--- src/rtl/video_timing_pkg.sv ---
// Shared types and constants for the raster timing generator.
// Holds FSM encoding, decoded raster flags, VESA presets and the colour-bar helper.
package video_timing_pkg;

  localparam int CNT_W = 12;

  typedef logic [CNT_W-1:0] cnt_t;

  typedef enum logic [0:0] {
    ST_WAIT_SOF = 1'b0,
    ST_RUN      = 1'b1
  } state_t;

  typedef struct packed {
    logic active;
    logic origin;
    logic hsync_act;
    logic vsync_act;
  } raster_t;

  // 640x480@60
  localparam int VGA_H_VISIBLE = 640;
  localparam int VGA_H_FRONT   = 16;
  localparam int VGA_H_SYNC    = 96;
  localparam int VGA_H_BACK    = 48;
  localparam int VGA_V_VISIBLE = 480;
  localparam int VGA_V_FRONT   = 10;
  localparam int VGA_V_SYNC    = 2;
  localparam int VGA_V_BACK    = 33;
  localparam bit VGA_HSYNC_POL = 1'b0;
  localparam bit VGA_VSYNC_POL = 1'b0;

  // 1280x720@60
  localparam int HD_H_VISIBLE = 1280;
  localparam int HD_H_FRONT   = 110;
  localparam int HD_H_SYNC    = 40;
  localparam int HD_H_BACK    = 220;
  localparam int HD_V_VISIBLE = 720;
  localparam int HD_V_FRONT   = 5;
  localparam int HD_V_SYNC    = 5;
  localparam int HD_V_BACK    = 20;
  localparam bit HD_HSYNC_POL = 1'b1;
  localparam bit HD_VSYNC_POL = 1'b1;

  // Which of the eight vertical bars column h falls into.
  function automatic logic [2:0] bar_index(input cnt_t h, input int h_visible);
    logic [31:0] scaled;
    scaled = {17'd0, h, 3'd0};
    return 3'(scaled / 32'(h_visible));
  endfunction

endpackage

--- src/rtl/video_timing_gen_if.sv ---
// Pixel stream between an upstream source and the timing generator.
// Carries 24-bit RGB words with a start-of-frame tag under valid/ready.
interface video_timing_gen_if;
  logic [23:0] data;
  logic        sof;
  logic        valid;
  logic        ready;

  modport master (output data, output sof, output valid, input ready);
  modport slave  (input data, input sof, input valid, output ready);
endinterface

--- src/rtl/video_timing_counter.sv ---
// Horizontal/vertical raster counters with active-area and sync-window decode.
// With VIDEO_TIMING_PATTERN_EN defined it also reports the colour-bar index.
module video_timing_counter
  import video_timing_pkg::*;
#(
  parameter int H_VISIBLE = VGA_H_VISIBLE,
  parameter int H_FRONT   = VGA_H_FRONT,
  parameter int H_SYNC    = VGA_H_SYNC,
  parameter int H_BACK    = VGA_H_BACK,
  parameter int V_VISIBLE = VGA_V_VISIBLE,
  parameter int V_FRONT   = VGA_V_FRONT,
  parameter int V_SYNC    = VGA_V_SYNC,
  parameter int V_BACK    = VGA_V_BACK
) (
  input  logic       clk,
  input  logic       reset,
  input  logic       enable,
`ifdef VIDEO_TIMING_PATTERN_EN
  output logic [2:0] bar_idx,
`endif
  output raster_t    raster
);

  localparam cnt_t H_LAST     = cnt_t'(H_VISIBLE + H_FRONT + H_SYNC + H_BACK - 1);
  localparam cnt_t V_LAST     = cnt_t'(V_VISIBLE + V_FRONT + V_SYNC + V_BACK - 1);
  localparam cnt_t H_ACT_END  = cnt_t'(H_VISIBLE);
  localparam cnt_t V_ACT_END  = cnt_t'(V_VISIBLE);
  localparam cnt_t HS_START   = cnt_t'(H_VISIBLE + H_FRONT);
  localparam cnt_t HS_END     = cnt_t'(H_VISIBLE + H_FRONT + H_SYNC);
  localparam cnt_t VS_START   = cnt_t'(V_VISIBLE + V_FRONT);
  localparam cnt_t VS_END     = cnt_t'(V_VISIBLE + V_FRONT + V_SYNC);

  cnt_t h_cnt_reg, h_cnt_next;
  cnt_t v_cnt_reg, v_cnt_next;

  // Disabling parks the raster at the origin so re-enabling starts at pixel (0,0).
  always_comb begin
    h_cnt_next = h_cnt_reg;
    v_cnt_next = v_cnt_reg;
    if (!enable) begin
      h_cnt_next = '0;
      v_cnt_next = '0;
    end else if (h_cnt_reg == H_LAST) begin
      h_cnt_next = '0;
      v_cnt_next = (v_cnt_reg == V_LAST) ? '0 : v_cnt_reg + 1'b1;
    end else begin
      h_cnt_next = h_cnt_reg + 1'b1;
    end
  end

  always_ff @(posedge clk or posedge reset) begin
    if (reset) begin
      h_cnt_reg <= '0;
      v_cnt_reg <= '0;
    end else begin
      h_cnt_reg <= h_cnt_next;
      v_cnt_reg <= v_cnt_next;
    end
  end

  // vsync decodes on v only, so it changes exactly when h wraps to 0.
  assign raster.active    = (h_cnt_reg < H_ACT_END) && (v_cnt_reg < V_ACT_END);
  assign raster.origin    = (h_cnt_reg == '0) && (v_cnt_reg == '0);
  assign raster.hsync_act = (h_cnt_reg >= HS_START) && (h_cnt_reg < HS_END);
  assign raster.vsync_act = (v_cnt_reg >= VS_START) && (v_cnt_reg < VS_END);

`ifdef VIDEO_TIMING_PATTERN_EN
  assign bar_idx = bar_index(h_cnt_reg, H_VISIBLE);
`endif

endmodule

--- src/rtl/video_timing_gen.sv ---
// Raster timing generator and pixel pacer feeding a DVI transmitter.
// Optional colour-bar source is compiled in with VIDEO_TIMING_PATTERN_EN.
module video_timing_gen
  import video_timing_pkg::*;
#(
  parameter int H_VISIBLE = VGA_H_VISIBLE,
  parameter int H_FRONT   = VGA_H_FRONT,
  parameter int H_SYNC    = VGA_H_SYNC,
  parameter int H_BACK    = VGA_H_BACK,
  parameter int V_VISIBLE = VGA_V_VISIBLE,
  parameter int V_FRONT   = VGA_V_FRONT,
  parameter int V_SYNC    = VGA_V_SYNC,
  parameter int V_BACK    = VGA_V_BACK,
  parameter bit HSYNC_POL = VGA_HSYNC_POL,
  parameter bit VSYNC_POL = VGA_VSYNC_POL
) (
  input  logic               clk,
  input  logic               reset,
  input  logic               enable,
`ifdef VIDEO_TIMING_PATTERN_EN
  input  logic               pattern_sel,
`endif
  video_timing_gen_if.slave  s,
  output logic               out_vsync,
  output logic               out_hsync,
  output logic               out_de,
  output logic [23:0]        out_data,
  output logic [3:0]         out_ctl,
  output logic               out_frame_start,
  output logic               status_underflow
);

  raster_t raster;

`ifdef VIDEO_TIMING_PATTERN_EN
  logic [2:0]  bar_idx;
  logic [23:0] bar_data;
`endif

  video_timing_counter #(
    .H_VISIBLE (H_VISIBLE),
    .H_FRONT   (H_FRONT),
    .H_SYNC    (H_SYNC),
    .H_BACK    (H_BACK),
    .V_VISIBLE (V_VISIBLE),
    .V_FRONT   (V_FRONT),
    .V_SYNC    (V_SYNC),
    .V_BACK    (V_BACK)
  ) u_counter (
    .clk     (clk),
    .reset   (reset),
    .enable  (enable),
`ifdef VIDEO_TIMING_PATTERN_EN
    .bar_idx (bar_idx),
`endif
    .raster  (raster)
  );

`ifdef VIDEO_TIMING_PATTERN_EN
  // Bar index is inverted per channel so bar 0 is white and bar 7 black.
  for (genvar gi = 0; gi < 3; gi++) begin : g_bar
    assign bar_data[gi*8 +: 8] = {8{~bar_idx[gi]}};
  end
`endif

  state_t      state_reg, state_next;
  logic        vsync_reg, vsync_next;
  logic        hsync_reg, hsync_next;
  logic        de_reg, de_next;
  logic [23:0] data_reg, data_next;
  logic        frame_start_reg, frame_start_next;
  logic        underflow_reg, underflow_next;
  logic        stream_ready;

  always_comb begin
    state_next       = state_reg;
    stream_ready     = 1'b0;
    de_next          = 1'b0;
    data_next        = '0;
    frame_start_next = 1'b0;
    underflow_next   = underflow_reg;
    hsync_next       = raster.hsync_act ? HSYNC_POL : ~HSYNC_POL;
    vsync_next       = raster.vsync_act ? VSYNC_POL : ~VSYNC_POL;
    if (!enable) begin
      state_next     = ST_WAIT_SOF;
      underflow_next = 1'b0;
      hsync_next     = ~HSYNC_POL;
      vsync_next     = ~VSYNC_POL;
    end
`ifdef VIDEO_TIMING_PATTERN_EN
    else if (pattern_sel) begin
      state_next = ST_WAIT_SOF;
      de_next    = raster.active;
      if (raster.active) begin
        data_next = bar_data;
      end
    end
`endif
    else begin
      de_next = raster.active;
      case (state_reg)
        // Flush words until an SOF sits at the head, then hold it for the origin.
        ST_WAIT_SOF: begin
          stream_ready = s.valid & (~s.sof | raster.origin);
          if (s.valid && s.sof && raster.origin) begin
            data_next        = s.data;
            frame_start_next = 1'b1;
            state_next       = ST_RUN;
          end
        end
        // A misplaced SOF is refused so it can open the next frame instead.
        ST_RUN: begin
          stream_ready = raster.active & (~s.sof | raster.origin);
          if (raster.active) begin
            if (!s.valid || (s.sof && !raster.origin)) begin
              underflow_next = 1'b1;
              state_next     = ST_WAIT_SOF;
            end else begin
              data_next        = s.data;
              frame_start_next = s.sof;
            end
          end
        end
        default: state_next = ST_WAIT_SOF;
      endcase
    end
  end

  always_ff @(posedge clk or posedge reset) begin
    if (reset) begin
      state_reg       <= ST_WAIT_SOF;
      vsync_reg       <= ~VSYNC_POL;
      hsync_reg       <= ~HSYNC_POL;
      de_reg          <= 1'b0;
      data_reg        <= '0;
      frame_start_reg <= 1'b0;
      underflow_reg   <= 1'b0;
    end else begin
      state_reg       <= state_next;
      vsync_reg       <= vsync_next;
      hsync_reg       <= hsync_next;
      de_reg          <= de_next;
      data_reg        <= data_next;
      frame_start_reg <= frame_start_next;
      underflow_reg   <= underflow_next;
    end
  end

  assign s.ready          = stream_ready;
  assign out_vsync        = vsync_reg;
  assign out_hsync        = hsync_reg;
  assign out_de           = de_reg;
  assign out_data         = data_reg;
  assign out_ctl          = 4'b0000;
  assign out_frame_start  = frame_start_reg;
  assign status_underflow = underflow_reg;

endmodule

--- src/flat_wrapper.sv ---
// flat-port wrapper written by rule: the top's interface ports become plain ports
module video_timing_gen_flat import video_timing_pkg::*;
#(
  parameter int H_VISIBLE = VGA_H_VISIBLE,
  parameter int H_FRONT   = VGA_H_FRONT,
  parameter int H_SYNC    = VGA_H_SYNC,
  parameter int H_BACK    = VGA_H_BACK,
  parameter int V_VISIBLE = VGA_V_VISIBLE,
  parameter int V_FRONT   = VGA_V_FRONT,
  parameter int V_SYNC    = VGA_V_SYNC,
  parameter int V_BACK    = VGA_V_BACK,
  parameter bit HSYNC_POL = VGA_HSYNC_POL,
  parameter bit VSYNC_POL = VGA_VSYNC_POL
)
  (clk, reset, enable, out_vsync, out_hsync, out_de, out_data, out_ctl, out_frame_start, status_underflow, s_data, s_sof, s_valid, s_ready);
  video_timing_gen_if s_i ();
  input  logic clk;
  input  logic reset;
  input  logic enable;
  output logic out_vsync;
  output logic out_hsync;
  output logic out_de;
  output logic [23:0] out_data;
  output logic [3:0] out_ctl;
  output logic out_frame_start;
  output logic status_underflow;
  input wire logic [$bits(s_i.data)-1:0] s_data;
  input wire logic [$bits(s_i.sof)-1:0] s_sof;
  input wire logic [$bits(s_i.valid)-1:0] s_valid;
  output wire logic [$bits(s_i.ready)-1:0] s_ready;
  assign s_i.data = s_data;
  assign s_i.sof = s_sof;
  assign s_i.valid = s_valid;
  assign s_ready = s_i.ready;
  video_timing_gen #(.H_VISIBLE(H_VISIBLE), .H_FRONT(H_FRONT), .H_SYNC(H_SYNC), .H_BACK(H_BACK), .V_VISIBLE(V_VISIBLE), .V_FRONT(V_FRONT), .V_SYNC(V_SYNC), .V_BACK(V_BACK), .HSYNC_POL(HSYNC_POL), .VSYNC_POL(VSYNC_POL)) u_core (.clk(clk), .reset(reset), .enable(enable), .s(s_i), .out_vsync(out_vsync), .out_hsync(out_hsync), .out_de(out_de), .out_data(out_data), .out_ctl(out_ctl), .out_frame_start(out_frame_start), .status_underflow(status_underflow));
endmodule
--- config.mk ---
export PLATFORM = sky130hd
export DESIGN_NAME = video_timing_gen_flat
export DESIGN_NICKNAME = d
export VERILOG_FILES = /design/src/rtl/video_timing_pkg.sv /design/src/rtl/video_timing_gen_if.sv /design/src/rtl/video_timing_counter.sv /design/src/rtl/video_timing_gen.sv /design/src/flat_wrapper.sv
export SDC_FILE = /design/constraint.sdc
export NUM_CORES = 1
export LEC_CHECK = 0
export CORE_MARGIN = 4
export CORE_UTILIZATION = 49
export CTS_CLUSTER_SIZE = 30
export DETAILED_ROUTE_END_ITERATION = 7
export PLACE_DENSITY_LB_ADDON = 0.08
export RECOVER_POWER = 50
export SYNTH_ARGS = -nofsm -noshare
export SYNTH_HDL_FRONTEND = slang
export SYNTH_SLANG_ARGS = --single-unit
--- constraint.sdc ---
create_clock -name clk -period 2.6 [get_ports clk]
set_input_delay 0.65 -clock clk [delete_from_list [all_inputs] [get_ports clk]]
set_output_delay 0.65 -clock clk [all_outputs]
set_load 0.1 [all_outputs]
==> metrics.md, run 1 <==
| Metric | Value |
|---|---|
| Synth unique cells | `46` |
| Syn. warnings | `0` |
| Max FFs per register | `24` |
| Ant diodes | `0` |
| Syn_area_per_cell | `9.80 µm²` |
| Post-route DRC | `0` |
| Synth Register Bits | `54` |
| Hold Fails Final Rpt | `0` |
| Synth Cell Area | `2620 µm²` |
| Slew HR | `13.1%` |
| Setup crit start kind | `flop` |
| Vias in the first global route | `2107` |
| RD Place Congestion | `0.902` |
| Req. time, crit path | `1950 ps` |
| Power Density | `509 nW/µm²` |
| R2r worst-path depth | `5` |
| Final ANT Viol Nets | `0` |
| Worst-skew pair later-pin latency | `310 ps` |
| DR pass1 iterations | `4` |
| Worst IR Drop VDD | `0.412 mV` |
| Vias | `2190` |
| PnR worst setup slack | `-138 ps` |
| Post-layout util | `66.9%` |
| Pins Over Slew Limit | `0` |
| Fmax | `0.365 GHz` |
| Layout cells sized above 1 | `18.4%` |
| Period utilisation layout | `105%` |
| Initial antenna violation count | `0` |
| Synth async-reset ratio | `100%` |
| Gr usage total | `19.5%` |
| CTS root buf | `clkbuf_8` |
| First-pass GRT wire length | `10000 µm` |
| Vias/cell | `5.30` |
| Number of port buffers | `58` |
| Arrival @ worst endpoint | `2090 ps` |
| Largest net degree at the start of global routing | `55` |
| Reg2reg start | `u_core.u_counter.h_cnt_reg[5]$_DFF_PP0_` |
| Final HPWL DP | `4220 µm` |
| Bufs on Longest Clock Path | `2` |
| H-Tree Level Count | `2` |
| Register area share after synthesis | `51.7%` |
| RSZ-0062 raised after global routing | `true` |
| Die Wd | `81.1 µm` |
| Starting Density | `50.9%` |
| First DRT Iteration DRCs | `106` |
| P_leak | `1.61 nW` |
| Max-Cap Viols | `0` |
| Hold path depth | `2` |
| CTS tree | `done` |
| Ys flop type | `dfrtp_1` |
| Crit path kind | `flop to output pin` |
| Average wire per standard cell | `14.8 µm` |
| Failing checks | `negative setup slack` |
| Worst-path clk slew | `100 ps` |
| CTS Hold Bufs | `0` |
| CTS buffer count | `5` |
| Reg2reg end | `u_core.u_counter.v_cnt_reg[9]$_DFFE_PP0P_` |
| Setup violations, final | `1` |
| Min Tclk post-route | `2740 ps` |
| Finished Layout Cells | `413` |
| Hold path start | `u_core.status_underflow$_DFFE_PP0P_` |
| Core box area | `5140 µm²` |
| Synthesized netlist cell count | `267` |
| Skew final | `6.20 ps` |
| Worst setup EP type | `output pin` |
| Final nets | `375` |
| Routed WL | `6100 µm` |
| Setup slack, reg-to-reg | `430 ps` |
| Area growth from synthesis to layout | `31.5%` |
| Status | `complete, but fails checks` |
| Worst Path Max Fanout | `3` |
| Post-Place Cells | `402` |
| HP Class | `flop to flop` |
| Least-Margin Pin Slew | `1300 ps` |
| Die Y-Extent | `81.1 µm` |
| I/O Pins | `63` |
| Hold Crit Endpoint | `u_core.status_underflow$_DFFE_PP0P_` |
| Grt ovf | `0` |
| Die area | `6580 µm²` |
| EDFF count, synth | `0` |
| # clock sinks | `54` |
| Num rows | `26` |
-- metal layers --
layer / vias up / global-route usage [%] / share of wire [%]
li1: 1085 / - / -
met2: 68 / 30.9 / 47
met5: - / 0 / 0
met3: 8 / 3.33 / 7.0
met4: 0 / 5.24 / 1.2
met1: 1029 / 27.7 / 45
-- area by class of cell --
class,instances,area [µm²]
clock inverter,3,45.0
sequential,54,1350
tap,70,87.6
timing repair buffer,84,669
inverter,35,131
fill,437,1700
clock buffer,5,68.8
multi-input combinational,162,1080
-- cells in the mapped netlist (2+ instances only) --
cell	number	share of area, %
a211oi_1	3	0.86
a21oi_1	5	0.96
a31oi_1	7	1.7
a41oi_1	2	0.67
and2_1	4	0.96
and3_1	6	1.4
and4_1	5	1.7
buf_2	3	0.57
buf_4	4	1.1
clkbuf_1	11	1.6
dfrtp_1	52	50
dfstp_2	2	2.0
ha_1	4	1.9
inv_1	35	5.0
nand2_1	12	1.7
nand2b_1	5	1.2
nand3_1	10	1.9
nand3b_1	2	0.57
nand4_1	8	1.9
nor2_1	18	2.6
nor3_1	3	0.57
nor4_1	28	6.7
nor4b_1	2	0.67
o21ai_0	4	0.76
o311ai_0	2	0.67
xnor2_1	5	1.7
xor2_1	6	2.0
-- worst max-delay path: stages (launching register included) --
cell      delay, ps
dfrtp_1         400
or4_4           540
and4bb_2        360
a21boi_4         80
a211oi_4        200
buf_12          210
-- power breakdown --
part	total (mW)	internal [mW]	switching [mW]
Combinational	0.321	0.0919	0.229
Clock	0.567	0.287	0.280
Sequential	0.865	0.857	0.00814
-- worst max path at each step --
stage	slack [ps]	cells after the start	endpoint	startpoint
global placement	160	5	s_ready	u_core.u_counter.h_cnt_reg[10]$_DFF_PP0_
CTS	-150	5	s_ready	u_core.u_counter.h_cnt_reg[5]$_DFF_PP0_
floorplan	-460	5	s_ready	u_core.u_counter.h_cnt_reg[10]$_DFF_PP0_
detailed placement	90	5	s_ready	u_core.u_counter.h_cnt_reg[10]$_DFF_PP0_
global route	-190	6	s_ready	u_core.u_counter.h_cnt_reg[10]$_DFF_PP0_
finish	-140	5	s_ready	u_core.u_counter.h_cnt_reg[5]$_DFF_PP0_
-- repair_timing --
item | 4_1_cts | 5_1_grt
setup buffers | 3 | 0
resized for setup | 2 | 1
pin swaps | 4 | 1
gates cloned | 0 | 0
endpoints found under the setup margin | 1 | 1
-- placed cells by master, fill, tap and decap left out, types with 3 or more instances in the layout --
cell             netlist  layout
inv_1                 35      34
nor4_1                28      28
clkbuf_1              11      12
and2_1                 4       4
nor3_1                 3       3
nand2b_1               5       5
clkbuf_8               0       5
a21oi_1                5       5
o21ai_0                4       4
and4_1                 5       5
nand3_1               10      10
nand2_1               12      11
ha_1                   4       4
a31oi_1                7       7
buf_4                  4      41
xor2_1                 6       6
clkdlybuf4s50_1        0      27
nor2_1                18      18
xnor2_1                5       5
nand4_1                8       8
and3_1                 6       6
conb_1                 1       4
dfrtp_1               52      52
-- cells by family after synthesis --
kind of cell | after synthesis | synth area share (%)
AND/OR/NAND/NOR | 112 | 25.7
flip-flops | 54 | 51.7
buffers and inverters | 54 | 8.51
AO/OA/AOI/OAI | 30 | 7.98
XOR/XNOR | 11 | 3.68
adder cells (fa/ha/maj) | 4 | 1.91
other | 1 | 0.143
multiplexers | 1 | 0.382
-- per-stage QoR --
stage | setup TNS (ps) | power, mW | area [µm²] | hold slack [ps] | worst slack (ps)
2_1_floorplan | -455 | 1.11 | 2660 | 468 | -455
3_3_place_gp | 0 | 1.21 | 3350 | 523 | 158
3_5_place_dp | 0 | 1.21 | 3350 | 544 | 87.3
4_1_cts | -154 | 1.77 | 3500 | 530 | -154
5_1_grt | -187 | 1.82 | 3440 | 569 | -187
6_report | -138 | 1.75 | 3440 | 522 | -138
No activity file was read; power rests on OpenSTA's default activity.
==> run 2: changes to the inputs <==
- CORE_UTILIZATION: 49 -> 45
- clock period: 2.6 -> 2.3 ns (I/O delays scaled with it)
==> run 2 against run 1 <==
  * Wire length up 6.0%
  * Final area up 3.6%
  * Highest routed layer unchanged
  * Critical path type unchanged
  * First-iteration DRC count increased by 21%
  * Core utilization is 3.0 points lower
  * Setup slack worse by 220 ps
  * The flow still finishes with violations (negative setup slack)
==> metrics.md, run 2 (same netlist as run 1, synthesis figures left out) <==
| Metric | Value |
|---|---|
| FF/Latch Area | `1350 µm²` |
| Design area | `3570 µm²` |
| Filler cell count | `485` |
| Min Tclk post-route | `2650 ps` |
| Area post-placement | `3490 µm²` |
| RD Place Congestion | `0.894` |
| Die Y-Extent | `84.3 µm` |
| Arrival @ worst endpoint | `2080 ps` |
| Vias/cell | `5.36` |
| Largest net degree at the start of global routing | `55` |
| Num rows | `27` |
| Max-Cap Viols | `0` |
| Met3 Use GR | `4.71%` |
| Hold path start | `u_core.u_counter.h_cnt_reg[0]$_DFF_PP0_` |
| Post-route DRC | `0` |
| Core box area | `5570 µm²` |
| CTS tree | `done` |
| HP Class | `flop to flop` |
| Layout cells sized above 1 | `25.1%` |
| Skew final | `7.74 ps` |
| H-Tree Level Count | `2` |
| Gr usage total | `18.5%` |
| Fmax | `0.377 GHz` |
| DR pass1 iterations | `4` |
| First-pass GRT wire length | `10600 µm` |
| Area growth from synthesis to layout | `36.2%` |
| Number of port buffers | `58` |
| Vias in the first global route | `2187` |
| Bufs on Longest Clock Path | `2` |
| Worst-path clk slew | `100 ps` |
| Commonest non-fill, non-tap cell in the layout | `buf_4` |
| Hold path depth | `2` |
| R2r worst-path depth | `5` |
| Average wire per standard cell | `15.0 µm` |
| Worst IR Drop VDD | `0.363 mV` |
| Grt ovf | `0` |
| Die area | `7100 µm²` |
| Worst path max stage delay | `530 ps` |
| Most frequent cells in the layout | `buf_4, dfrtp_1, inv_1, nor4_1, clkdlybuf4s50_1` |
| Slew HR | `10.9%` |
| Post-Place Cells | `420` |
| Period utilisation layout | `115%` |
| Critical path launch point | `u_core.u_counter.h_cnt_reg[10]$_DFF_PP0_` |
| Vias | `2303` |
| Pins Over Slew Limit | `0` |
| Final nets | `390` |
| Worst-skew pair later-pin latency | `320 ps` |
| P_leak | `1.72 nW` |
| Least-Margin Pin Slew | `1340 ps` |
| PnR worst setup slack | `-353 ps` |
| Setup crit start kind | `flop` |
| Setup slack, reg-to-reg | `100 ps` |
| # clock sinks | `54` |
| Multi-input gate area | `1090 µm²` |
| Worst setup EP type | `output pin` |
| GR Util met2 | `30.1%` |
| Final HPWL DP | `4580 µm` |
| Routed WL | `6470 µm` |
| Finished Layout Cells | `430` |
| CTS buffer count | `5` |
| Status | `complete, but fails checks` |
| Final ANT Viol Nets | `0` |
| I/O Pins | `63` |
| Setup TNS | `-353 ps` |
| Hold Fails Final Rpt | `0` |
| Failing checks | `negative setup slack` |
| CTS root buf | `clkbuf_8` |
| Crit path kind | `flop to output pin` |
| Initial antenna violation count | `0` |
| Max FFs per register | `24` |
| Worst Path Max Fanout | `2` |
| Starting Density | `47.0%` |
| Req. time, crit path | `1730 ps` |
| Setup violations, final | `1` |
| Power Density | `543 nW/µm²` |
| First DRT Iteration DRCs | `128` |
| GR peak layer | `met2` |
| Reg2reg start | `u_core.u_counter.h_cnt_reg[10]$_DFF_PP0_` |
| Slowest cell on the critical path | `or4_4` |
| Dpl ws | `-59.6 ps` |
| Die Wd | `84.3 µm` |
| RSZ-0062 raised after global routing | `true` |
| Met1 usage | `24.6%` |
| CP Cell Sequence | `or4_4 -> and4bb_2 -> a21boi_4 -> a211oi_4 -> buf_12` |
| Ant diodes | `0` |
## run 2: worst max-delay path, delay by kind of cell (launching register included)
kind            cells  cell delay, ps
compound gates      2             270
flops               1             390
simple gates        2             880
buf+inv             1             210
## run 2: per-stage QoR
stage          hold slack [ps]  total power [mW]  util (%)
6_report                   553              1.94      64.0
3_5_place_dp               519              1.38      62.6
5_1_grt                    580              2.02      64.0
2_1_floorplan              468              1.25         -
4_1_cts                    544              1.96      64.6
3_3_place_gp               517              1.38      62.6
## run 2: final cells by class
type / instances / area share, %
tap: 72 / 2.53
inverter: 35 / 3.68
multi-input combinational: 162 / 30.6
sequential: 54 / 38.0
clock buffer: 6 / 2.32
timing repair buffer: 99 / 22.5
clock inverter: 2 / 0.456
## run 2: worst paths after layout
| check | end |
|---|---|
| setup / recovery | s_ready |
| hold / removal | u_core.u_counter.h_cnt_reg[0]$_DFF_PP0_ |
| min in group asynchronous | u_core.out_data[4]$_DFF_PP0_ |
| max in group asynchronous | u_core.u_counter.v_cnt_reg[1]$_DFFE_PP0P_ |
| hold reg to reg | u_core.u_counter.h_cnt_reg[0]$_DFF_PP0_ |
| setup reg to reg | u_core.u_counter.v_cnt_reg[9]$_DFFE_PP0P_ |
## run 2: routing by layer
metal  wire (µm)  share of wire (%)
met3         354                5.5
met5           0                  0
met2        3150                 49
met4         107                1.7
met1        2860                 44
## run 2: repair_timing
item | in CTS | in global routing
setup endpoints to repair | 1 | 1
hold buffers | 0 | 0
resized for setup | 1 | 2
endpoints found under the hold margin | 0 | 0
buffers inserted | 1 | 1
pin swaps | 4 | 1
## run 2: report_power, final
| group | switching (mW) | internal (mW) | total [mW] |
|---|---|---|---|
| registers | 0.00827 | 0.968 | 0.977 |
| logic | 0.264 | 0.116 | 0.380 |
| clock network | 0.332 | 0.249 | 0.581 |
| total | 0.605 | 1.33 | 1.94 |
==> run 3: changes to the inputs <==
- CORE_MARGIN: 4 -> 3
==> run 3 against run 2 <==
  * The flow still finishes with violations (negative setup slack)
  * Setup slack better by 15 ps
  * Wire length decreased by 2.9%
  * Fmax increased by 0.58%
  * Die area decreased by 4.7%
  * Sequential share of layout area grew 0.12 points
  * Global-route usage increased by 1.7 points
  * First-iteration DRC count is 5.5% higher
  * Critical endpoint unchanged
  * Sequential cell count unchanged
  * Largest cell class unchanged
  * Clock-buffer cell count did not move
  * Cell count decreased by 0.23%
==> metrics.md, run 3 (same netlist as run 1, synthesis figures left out) <==
| Metric | Value |
|---|---|
| Status | `complete, but fails checks` |
| Failing checks | `negative setup slack` |
| Post-route DRC | `0` |
| Hold Fails Final Rpt | `0` |
| Delay-heaviest family, CP | `simple AND/OR/NAND/NOR gates` |
| Routed WL | `6280 µm` |
| Max FFs per register | `24` |
| CTS root buf | `clkbuf_8` |
| Worst-path clk slew | `90 ps` |
| Vias/cell | `5.33` |
| R2r worst-path depth | `5` |
| HP Class | `flop to flop` |
| Core box area | `5570 µm²` |
| Arrival @ worst endpoint | `2060 ps` |
| Req. time, crit path | `1730 ps` |
| Ant diodes | `0` |
| Fmax | `0.379 GHz` |
| Final nets | `389` |
| First-pass GRT wire length | `10400 µm` |
| Final Hold Slack | `535 ps` |
| Starting Density | `47.0%` |
| Number of port buffers | `58` |
| I/O Pins | `63` |
| Hold path depth | `2` |
| Power Density | `559 nW/µm²` |
| Slew HR | `13.2%` |
| Worst Path Max Fanout | `3` |
| Setup TNS | `-338 ps` |
| Worst-skew pair later-pin latency | `310 ps` |
| Average wire per standard cell | `14.6 µm` |
| Hold Crit Endpoint | `u_core.status_underflow$_DFFE_PP0P_` |
| P_leak | `1.72 nW` |
| # clock sinks | `54` |
| Commonest non-fill, non-tap cell in the layout | `buf_4` |
| Vias | `2285` |
| Die Y-Extent | `82.3 µm` |
| RD Place Congestion | `0.918` |
| Least-Margin Pin Slew | `1300 ps` |
| Reg2reg start | `u_core.u_counter.h_cnt_reg[10]$_DFF_PP0_` |
| CTS Hold Bufs | `0` |
| H-Tree Level Count | `2` |
| CP Cell Sequence | `or4_4 -> and4bb_2 -> a21boi_4 -> a211oi_4 -> buf_12` |
| Setup violations, final | `1` |
| Max-Cap Viols | `0` |
| Reg2reg end | `u_core.u_counter.v_cnt_reg[9]$_DFFE_PP0P_` |
| CTS tree | `done` |
| Skew final | `4.57 ps` |
| Worst IR Drop VDD | `0.366 mV` |
| PnR worst setup slack | `-338 ps` |
| Die area | `6770 µm²` |
| Buf+Inv Stages, Crit Path | `1` |
| Post-layout util | `63.8%` |
| Num rows | `27` |
| Grt ovf | `0` |
| Initial antenna violation count | `0` |
| Worst path max stage delay | `530 ps` |
| Hold path start | `u_core.status_underflow$_DFFE_PP0P_` |
| Largest net degree at the start of global routing | `55` |
| Most frequent cells in the layout | `buf_4, dfrtp_1, inv_1, nor4_1, clkdlybuf4s50_1` |
| Final ANT Viol Nets | `0` |
| Die Wd | `82.3 µm` |
| Crit path kind | `flop to output pin` |
| RSZ-0062 raised after global routing | `true` |
| Pins Over Slew Limit | `0` |
| Bufs on Longest Clock Path | `2` |
| Min Tclk post-route | `2640 ps` |
| First DRT Iteration DRCs | `135` |
| CTS buffer count | `5` |
| Post CTS Setup Buffer Count | `0` |
| Period utilisation layout | `115%` |
| Layout cells sized above 1 | `23.8%` |
| Filler cell count | `506` |
| Setup crit start kind | `flop` |
| Worst setup EP type | `output pin` |
| Vias in the first global route | `2207` |
| DR pass1 iterations | `4` |
| Area growth from synthesis to layout | `35.8%` |
| Final HPWL DP | `4540 µm` |
| Gr usage total | `20.3%` |
| Setup slack, reg-to-reg | `140 ps` |
| Slowest cell on the critical path | `or4_4` |
==> run 3: cell types whose count changed in the layout (fill, tap and decap cells not counted) <==
cell / delta
buf_4: -2
clkbuf_1: +2
bufinv_16: +1
clkbuf_8: -1
inv_6: -1
nor4b_1: +1
nor4b_2: -1
or3_1: +1
or3_4: -1
==> run 3: layout make-up <==
type,instances,area (µm²),area share (%)
Tap cell,72,90.1,2.53
Multi-Input combinational cell,162,1080,30.3
Clock buffer,6,72.6,2.04
Clock inverter,2,37.5,1.06
Inverter,35,131,3.70
Timing Repair Buffer,98,791,22.2
Sequential cell,54,1350,38.1
==> run 3: routing by layer <==
layer  GRT usage, %  vias to the layer above  wire, µm
met4           6.48                        0       126
li1               -                     1114         -
met2           33.7                       62      3030
met1           26.4                     1097      2790
met3           4.23                       12       333
met5              0                        -         0
==> run 3: worst max-delay path by stage <==
stage                         end  cells past startpoint  slack, ps                                      from
after floorplan           s_ready                      5       -680  u_core.u_counter.h_cnt_reg[10]$_DFF_PP0_
after global routing      s_ready                      5       -420  u_core.u_counter.h_cnt_reg[10]$_DFF_PP0_
after global placement    s_ready                      5        -50  u_core.u_counter.h_cnt_reg[10]$_DFF_PP0_
after detailed placement  s_ready                      5        -60  u_core.u_counter.h_cnt_reg[10]$_DFF_PP0_
after CTS                 s_ready                      5       -370  u_core.u_counter.h_cnt_reg[10]$_DFF_PP0_
final                     s_ready                      5       -340  u_core.u_counter.h_cnt_reg[10]$_DFF_PP0_
==> run 3: tightest hold or removal path: cells and delay by family, from the launching register on <==
kind,cells,cell delay [ps]
DFF,1,370
and+or+nand+nor,1,50
AOI/OAI and AO/OA,1,80
==> run 3: what timing repair did <==
item | CTS | global route
setup endpoints to repair | 1 | 1
resized for setup | 0 | 1
pin swaps | 2 | 1
==> run 3: power breakdown <==
part,total (mW),internal (mW),switching (mW)
clock network,0.632,0.325,0.307
logic,0.378,0.115,0.262
registers,0.976,0.968,0.00809
total,1.99,1.41,0.578
==> run 3: metrics by stage <==
step / cell area (µm²) / power [mW] / setup slack [ps] / std cells
final: 3550 / 1.99 / -338 / 429
after global routing: 3550 / 2.08 / -424 / 429
after CTS: 3600 / 2.02 / -368 / 429
after detailed placement: 3490 / 1.38 / -59.6 / 421
after global placement: 3490 / 1.38 / -47.3 / 421
after floorplan: 2660 / 1.25 / -680 / 270
